`src/rtl/buf_addr_alloc.sv`:
```
// buf_addr_alloc: circular free-list address allocator with an in-use bitmap guarding returns
module buf_addr_alloc #(
  parameter int ADDR_WIDTH = 6
) (
  input  logic                  clk,
  input  logic                  rst_n,
  input  logic                  alloc_ready,
  output logic                  alloc_valid,
  output logic [ADDR_WIDTH-1:0] alloc_addr,
  input  logic                  free_en,
  input  logic [ADDR_WIDTH-1:0] free_addr,
  output logic                  free_err,
  output logic                  alloc_err,
  output logic [ADDR_WIDTH:0]   free_count
);
  localparam int DEPTH = 1 << ADDR_WIDTH;
  logic [ADDR_WIDTH-1:0] list [DEPTH];
  logic [ADDR_WIDTH-1:0] rd_ptr, wr_ptr;
  logic [ADDR_WIDTH:0]   cnt;
  logic [DEPTH-1:0]      in_use, in_use_nxt;
  logic                  do_alloc, do_free;
  assign alloc_valid = cnt != '0;
  assign alloc_addr  = list[rd_ptr];
  assign free_count  = cnt;
  assign alloc_err   = alloc_ready & ~alloc_valid;
  assign do_alloc    = alloc_valid & alloc_ready;
  // The bitmap is the only overflow guard: a free address can never be returned twice.
  assign do_free     = free_en & in_use[free_addr];
  always_comb begin
    in_use_nxt = in_use;
    if (do_alloc) in_use_nxt[alloc_addr] = 1'b1;
    if (do_free) in_use_nxt[free_addr] = 1'b0;
  end
  always_ff @(posedge clk or negedge rst_n) begin
    if (!rst_n) begin
      for (int i = 0; i < DEPTH; i++) list[i] <= ADDR_WIDTH'(i);
      rd_ptr   <= '0;
      wr_ptr   <= '0;
      cnt      <= (ADDR_WIDTH+1)'(DEPTH);
      in_use   <= '0;
      free_err <= 1'b0;
    end else begin
      if (do_free) list[wr_ptr] <= free_addr;
      rd_ptr   <= rd_ptr + ADDR_WIDTH'(do_alloc);
      wr_ptr   <= wr_ptr + ADDR_WIDTH'(do_free);
      cnt      <= cnt + (ADDR_WIDTH+1)'(do_free) - (ADDR_WIDTH+1)'(do_alloc);
      in_use   <= in_use_nxt;
      free_err <= free_en & ~in_use[free_addr];
    end
  end
endmodule

```
`config.mk`:
```
export PLATFORM = sky130hd
export DESIGN_NAME = buf_addr_alloc
export DESIGN_NICKNAME = d
export VERILOG_FILES = /design/src/rtl/buf_addr_alloc.sv
export SDC_FILE = /design/constraint.sdc
export NUM_CORES = 1
export LEC_CHECK = 0
export ABC_AREA = 1
export CORE_MARGIN = 2
export CORE_UTILIZATION = 40
export DETAILED_ROUTE_END_ITERATION = 10
export GPL_TIMING_DRIVEN = 1
export PLACE_DENSITY = 0.52
export SLEW_MARGIN = 20
export SYNTH_ARGS = -nofsm -noshare
export SYNTH_HDL_FRONTEND = slang
export SYNTH_SLANG_ARGS = --single-unit
```
`constraint.sdc`:
```
create_clock -name clk -period 3.5 [get_ports clk]
set_input_delay 0.525 -clock clk [delete_from_list [all_inputs] [get_ports clk]]
set_output_delay 0.525 -clock clk [all_outputs]
set_load 0.005 [all_outputs]
```
==> results of run 1 <==
[tightest hold or removal path, delay by kind of cell]
family | cells | cell delay (ns)
buffers and inverters | 1 | 0.16
and+or+nand+nor | 2 | 0.14
[logic make-up after synthesis]
logic type	Yosys count
fa+ha+maj	14
compound gates	194
buf+inv	311
flops	468
simple gates	2319
xor+xnor	13
[placed cells by master (no fill, tap or decap), types with 3 or more instances in the layout]
cell             count
inv_1              114
clkbuf_1            12
buf_16              13
nand3_1            564
clkinvlp_4           4
inv_2               11
o211ai_1            13
inv_6                3
dfstp_2            193
nand2_1           1203
dfrtp_1            272
buf_12              24
nand2_2             14
xor2_1              13
nand3_2             19
clkdlybuf4s50_1     17
buf_4              102
clkbuf_16           60
nor3_1               9
nand2_4             22
o22ai_1             12
a21oi_1             49
nor2_1             461
nor2_2              11
clkbuf_8            14
buf_6                4
a21oi_2             14
clkinv_2            17
o21ai_1             11
ha_1                13
nand4_1              9
o21ai_0             90
[what timing repair did]
item | in CTS | in global routing
hold buffers | 1 | 0
endpoints found under the hold margin | 29 | 0
gates cloned | 10 | 5
gates resized for setup | 45 | 26
pin swaps | 8 | 13
setup buffers | 11 | 4
endpoints found under the setup margin | 6 | 6
[cell type report]
cell class,instances,area [µm²],area share [%]
Clock buffer,81,1610,5.66
Sequential cell,468,12000,41.9
Tap cell,782,978,3.43
Timing Repair Buffer,170,2050,7.17
Inverter,132,534,1.87
Clock inverter,21,144,0.504
Multi-Input combinational cell,2540,11200,39.4
Timing Repair inverter,1,7.51,0.0263
[synthesized netlist by cell type (11+ instances only)]
cell | number | area [µm²]
buf_1 | 30 | 113
nand2_1 | 1209 | 4540
o21ai_0 | 93 | 465
dfrtp_1 | 275 | 6880
clkbuf_1 | 45 | 169
inv_2 | 13 | 48.8
dfstp_2 | 193 | 5070
o211ai_1 | 13 | 97.6
nand2_4 | 19 | 214
o22ai_1 | 12 | 75.1
inv_1 | 116 | 435
a21oi_1 | 64 | 320
ha_1 | 13 | 163
xor2_1 | 13 | 114
nand2_2 | 11 | 68.8
nand3_1 | 577 | 2890
nor2_1 | 465 | 1750
buf_2 | 87 | 435
[power by group through the flow]
stage	Clock (mW)	Combinational, mW	Sequential, mW
floorplan	0	5.71	7.43
global placement	0	9.06	7.70
detailed placement	0	9.13	7.71
CTS	5.79	10.2	7.65
global route	6.01	11.6	7.82
finish	5.67	10.7	7.66
[flip-flops by register name, indices dropped and copies added, names as in the netlist]
signal / flops
list: 384
free_count: 7
in_use: 64
rd_ptr: 6
free_err: 1
wr_ptr: 6
[per-layer routing]
| layer | vias to the layer above | track usage [%] | part of all wire (%) | wire [µm] |
|---|---|---|---|---|
| li1 | 10700 | - | - | - |
| met2 | 709 | 42.6 | 44 | 38200 |
| met3 | 169 | 3.42 | 5.9 | 5080 |
| met4 | 2 | 9.52 | 3.5 | 3010 |
| met1 | 11200 | 38.8 | 46 | 39600 |
| met5 | - | 0 | 0.010 | 9 |
[path summary, 6_finish.rpt]
| kind | to | slack, ns | from |
|---|---|---|---|
| max | alloc_addr[2] | -0.01 | rd_ptr[0]$_DFF_PN0_ |
| min | list[118]$_DFFE_PN0P_ | 0.26 | free_addr[4] |
| max reg2reg | in_use[40]$_DFF_PN0_ | 0.33 | rd_ptr[0]$_DFF_PN0_ |
| min reg2reg | list[319]$_DFFE_PN1P_ | 0.46 | list[319]$_DFFE_PN1P_ |
| max in group asynchronous | list[280]$_DFFE_PN1P_ | 2.02 | rst_n |
| min in group asynchronous | list[320]$_DFFE_PN0P_ | 0.50 | rst_n |
[stage by stage]
step	TNS (ns)	cell area [µm²]	instances	util [%]
floorplan	0	24400	3319	-
global placement	-0.00747	25900	4062	43.0
detailed placement	-0.0302	25900	4062	43.0
CTS	-0.174	28300	4186	46.8
global route	-0.432	28500	4195	47.3
finish	-0.0186	28500	4195	47.3
==> impl_metrics.json, run 1 <==
{
  "p_sw_share_pct": 42.7,
  "cp_max_fo": 11,
  "p_seq_share_pct": 31.9,
  "tightestPinTransition_ns": 1.16,
  "coreArea_um2": 60400,
  "synth_top_family_by_area": "simple AND/OR/NAND/NOR gates",
  "clkSlewWorstSetupHoldPaths_ns": 0.06,
  "first_pass_iters": 5,
  "yosys-mux-area-fraction_pct": 0,
  "synth-main-ff-cell": "dfrtp_1",
  "fp.dieArea_um2": 63100,
  "ys.warnings.count": 0,
  "fp-row-count": 90,
  "syn-num-nets": 3343,
  "yosys.area_share.adder_pct": 0.748,
  "grt_usage_pct": 27.2,
  "total_power_mw": 24.0,
  "reg2regPathDepth": 17,
  "pre_cts_ws_ns": -0.0302,
  "viasPerCell": 5.44,
  "status": "finished with violations",
  "cts_root_buf": "clkbuf_16",
  "async_reset_ff_share_pct": 100,
  "crit_buf_inv": 3,
  "cp_common_cell": "nand3_1",
  "failed_checks": "setup timing",
  "drc": 0,
  "drive_above_1_share_pct": 15.9,
  "finClkSkew_ns": 0.0233,
  "cp_slowest_cell": "dfrtp_4",
  "power.share.clock_pct": 23.6,
  "final_max_slew_viol_count": 0,
  "hold_violations": 0,
  "synth-seq-cells": 468,
  "setup_viol": 2,
  "power.switching_mw": 10.2,
  "grt_pass1_vias": 22400,
  "fin_hold_ws_ns": 0.264,
  "crit_cells": 11,
  "antenna_cells": 0,
  "path_cells": "buf_12 -> buf_16 -> nor2_1 -> nor2_1 -> o21ai_0 -> nand3_1 -> nand3_1 -> nand2_2 -> nand3_1 -> nand2_2 -> clkdlybuf4s50_1",
  "pwr-share-comb_pct": 44.5,
  "clk_latency_ns": 0.62,
  "flow.area_growth_from_synthesis_pct": 16.8,
  "period_share_pct": 100,
  "hp-class": "in2reg",
  "drtAntennaViolNets": 0,
  "leakage_nw": 14.0,
  "p_int_mw": 13.8,
  "io_buffer_count": 25,
  "syn_area_um2": 24400,
  "ys_types": 35,
  "clock_sinks": 468,
  "cp.required_ns": 2.97,
  "cap_violations": 0,
  "io_pins": 26,
  "vias": 22800,
  "syn_inst": 3319,
  "start_util_pct": 40.5,
  "grt_pass1_wl_um": 134000,
  "clockBufferDepth": 3,
  "die_w_um": 251,
  "numCtsBuffers": 55,
  "antenna_found_initial": 1,
  "vdd_drop_max_v": 0.000432,
  "synth_xor_xnor_area_share_pct": 0.466,
  "cts_tree": "done",
  "power_density_nw_per_um2": 842,
  "cpLargestDelayFamily": "buffers and inverters",
  "synth-edff-count": 0,
  "arrival_ns": 2.99,
  "whs_path_depth": 3,
  "nets": 3392,
  "crit_type": "reg2out",
  "max_freq_ghz": 0.285,
  "die-height_um": 251,
  "synth-simple-area-share_pct": 39.9,
  "wire_per_inst_um": 20.5,
  "fillers": 6056,
  "critPathCaptureType": "output pin",
  "setup_ws_ns": -0.0101,
  "gp_congestion": 0.889,
  "wl_um": 86000,
  "synth_seq_area_share_pct": 48.9,
  "cp-start-kind": "register",
  "rsz0062_at_grt": "true",
  "overflow": 0,
  "grt_max_degree": 81,
  "syn_area_per_cell_um2": 7.36,
  "cts.htree.levels": 2,
  "cpPeakStageDelay_ns": 0.56,
  "slew-limit-headroom_pct": 22.5,
  "synth_compound_area_share_pct": 4.20,
  "min_period_ns": 3.51,
  "place_hpwl_um": 51700,
  "drt_first_iter_violations": 2092
}
Power figures use the tool's default switching activity.
==> run 2: changes to the inputs <==
Settings changed: SETUP_SLACK_MARGIN from default to 0.02.
==> run 2 against run 1 <==
The flow still finishes with violations (setup timing). Die area did not move. Critical path depth did not move. Fmax barely moved. Clock skew barely moved. Clock power barely moved. Count of clock-buffer cells in the layout did not move. Sequential power barely moved. Power barely moved. Sequential share of layout area did not move. Critical path type unchanged. Highest routed layer unchanged.
==> impl_metrics.json, run 2 (same netlist as run 1, synthesis figures left out) <==
{
  "grt_pass1_wl_um": 134000,
  "power_density_nw_per_um2": 842,
  "critPathCaptureType": "output pin",
  "leakage_nw": 14.0,
  "slew-limit-headroom_pct": 23.8,
  "dp.cells": 4062,
  "clock_sinks": 468,
  "numCtsBuffers": 55,
  "clk_latency_ns": 0.62,
  "tightestPinTransition_ns": 1.14,
  "cap_violations": 0,
  "total_power_mw": 24.0,
  "cp-start-kind": "register",
  "finClkSkew_ns": 0.0236,
  "antenna_cells": 0,
  "io_pins": 26,
  "fillers": 6061,
  "fp.dieArea_um2": 63100,
  "cts_root_buf": "clkbuf_16",
  "overflow": 0,
  "vdd_drop_max_v": 0.000433,
  "grt_pass1_vias": 22400,
  "hold_violations": 0,
  "period_share_pct": 100,
  "cts_tree": "done",
  "gp_congestion": 0.889,
  "first_pass_iters": 5,
  "place_hpwl_um": 51700,
  "setup_viol": 2,
  "crit_type": "reg2out",
  "pre_cts_ws_ns": -0.0302,
  "start_util_pct": 40.5,
  "clockBufferDepth": 3,
  "largest_reg_flops": 384,
  "path_cells": "inv_12 -> bufbuf_16 -> nand2_1 -> nand3_1 -> nand3_1 -> nand2_1 -> nor2_1 -> nand2_1 -> nand3_1 -> nand2_2 -> clkdlybuf4s50_1",
  "viasPerCell": 5.41,
  "io_buffer_count": 25,
  "drive_above_1_share_pct": 15.9,
  "grt_usage_pct": 27.2,
  "failed_checks": "setup timing",
  "fin_setup_tns_ns": -0.00869,
  "arrival_ns": 2.98,
  "min_period_ns": 3.51,
  "dpl_cell_area_um2": 25900,
  "wl_um": 85900,
  "flow.area_growth_from_synthesis_pct": 16.8,
  "fp-row-count": 90,
  "fin_cells": 4195,
  "max_freq_ghz": 0.285,
  "vias": 22700,
  "drtAntennaViolNets": 0,
  "status": "finished with violations",
  "final_cell_mix": "nand2_1 (1203), nand3_1 (564), nor2_1 (461), dfrtp_1 (272), dfstp_2 (193)",
  "cp.required_ns": 2.97,
  "mostFrequentLayoutCell": "nand2_1",
  "clkSlewWorstSetupHoldPaths_ns": 0.06,
  "cts.htree.levels": 2,
  "fin_util_pct": 47.3,
  "regMostFlops": "list",
  "die-height_um": 251,
  "drc": 0,
  "grt_max_degree": 81,
  "cp_slowest_cell": "dfrtp_4",
  "fin_hold_ws_ns": 0.264,
  "hp-class": "in2reg",
  "nets": 3392,
  "postLayoutCellArea_um2": 28500,
  "die_w_um": 251,
  "coreArea_um2": 60400,
  "antenna_found_initial": 1,
  "cpPeakStageDelay_ns": 0.57,
  "setup_ws_ns": -0.00719,
  "rsz0062_at_grt": "true",
  "wire_per_inst_um": 20.5,
  "drt_first_iter_violations": 1919,
  "final_max_slew_viol_count": 0,
  "cp_max_fo": 27
}
-- run 2: repair_timing --
item / in CTS / in global routing
endpoints found under the hold margin: 29 / 0
gates resized for setup: 45 / 26
setup endpoints to repair: 6 / 6
gates cloned: 10 / 5
hold buffers: 1 / 0
buffers inserted: 11 / 4
pin swaps: 8 / 12
-- run 2: worst max-delay path, delay by kind of cell, from the launching register on --
kind          cells  cell delay (ns)
simple gates      8             0.91
buf+inv           3             0.89
flops             1             0.57
-- run 2: area by class of cell --
type	instances	area [µm²]	share of cell area, %
sequential	468	12000	41.9
multi-input combinational	2540	11200	39.4
timing repair buffer	170	2050	7.17
clock buffer	81	1610	5.66
tap	782	978	3.43
inverter	132	534	1.87
clock inverter	21	144	0.504
timing repair inverter	1	7.51	0.0263
-- run 2: worst paths after layout --
check,slack (ns),cells past startpoint,to,from
max in group asynchronous,2.04,3,list[286]$_DFFE_PN1P_,rst_n
worst max-delay path,-0.007,11,alloc_addr[0],rd_ptr[0]$_DFF_PN0_
worst max register to register,0.33,17,in_use[40]$_DFF_PN0_,rd_ptr[0]$_DFF_PN0_
worst min register to register,0.46,2,list[319]$_DFFE_PN1P_,list[319]$_DFFE_PN1P_
min in group asynchronous,0.50,2,list[320]$_DFFE_PN0P_,rst_n
worst min-delay path,0.26,3,list[118]$_DFFE_PN0P_,free_addr[4]
-- run 2: layer usage --
metal,wire length (µm),part of all wire (%),vias to the layer above,global-route usage (%)
met5,9,0.010,-,0
met4,3000,3.5,2,9.52
met3,5040,5.9,169,3.42
met2,38200,44,664,42.7
met1,39600,46,11100,38.8
li1,-,-,10700,-
-- run 2: power by group --
| part | internal [mW] | switching (mW) |
|---|---|---|
| logic | 3.62 | 7.06 |
| clock network | 3.26 | 2.41 |
| registers | 6.89 | 0.775 |
| total | 13.8 | 10.3 |
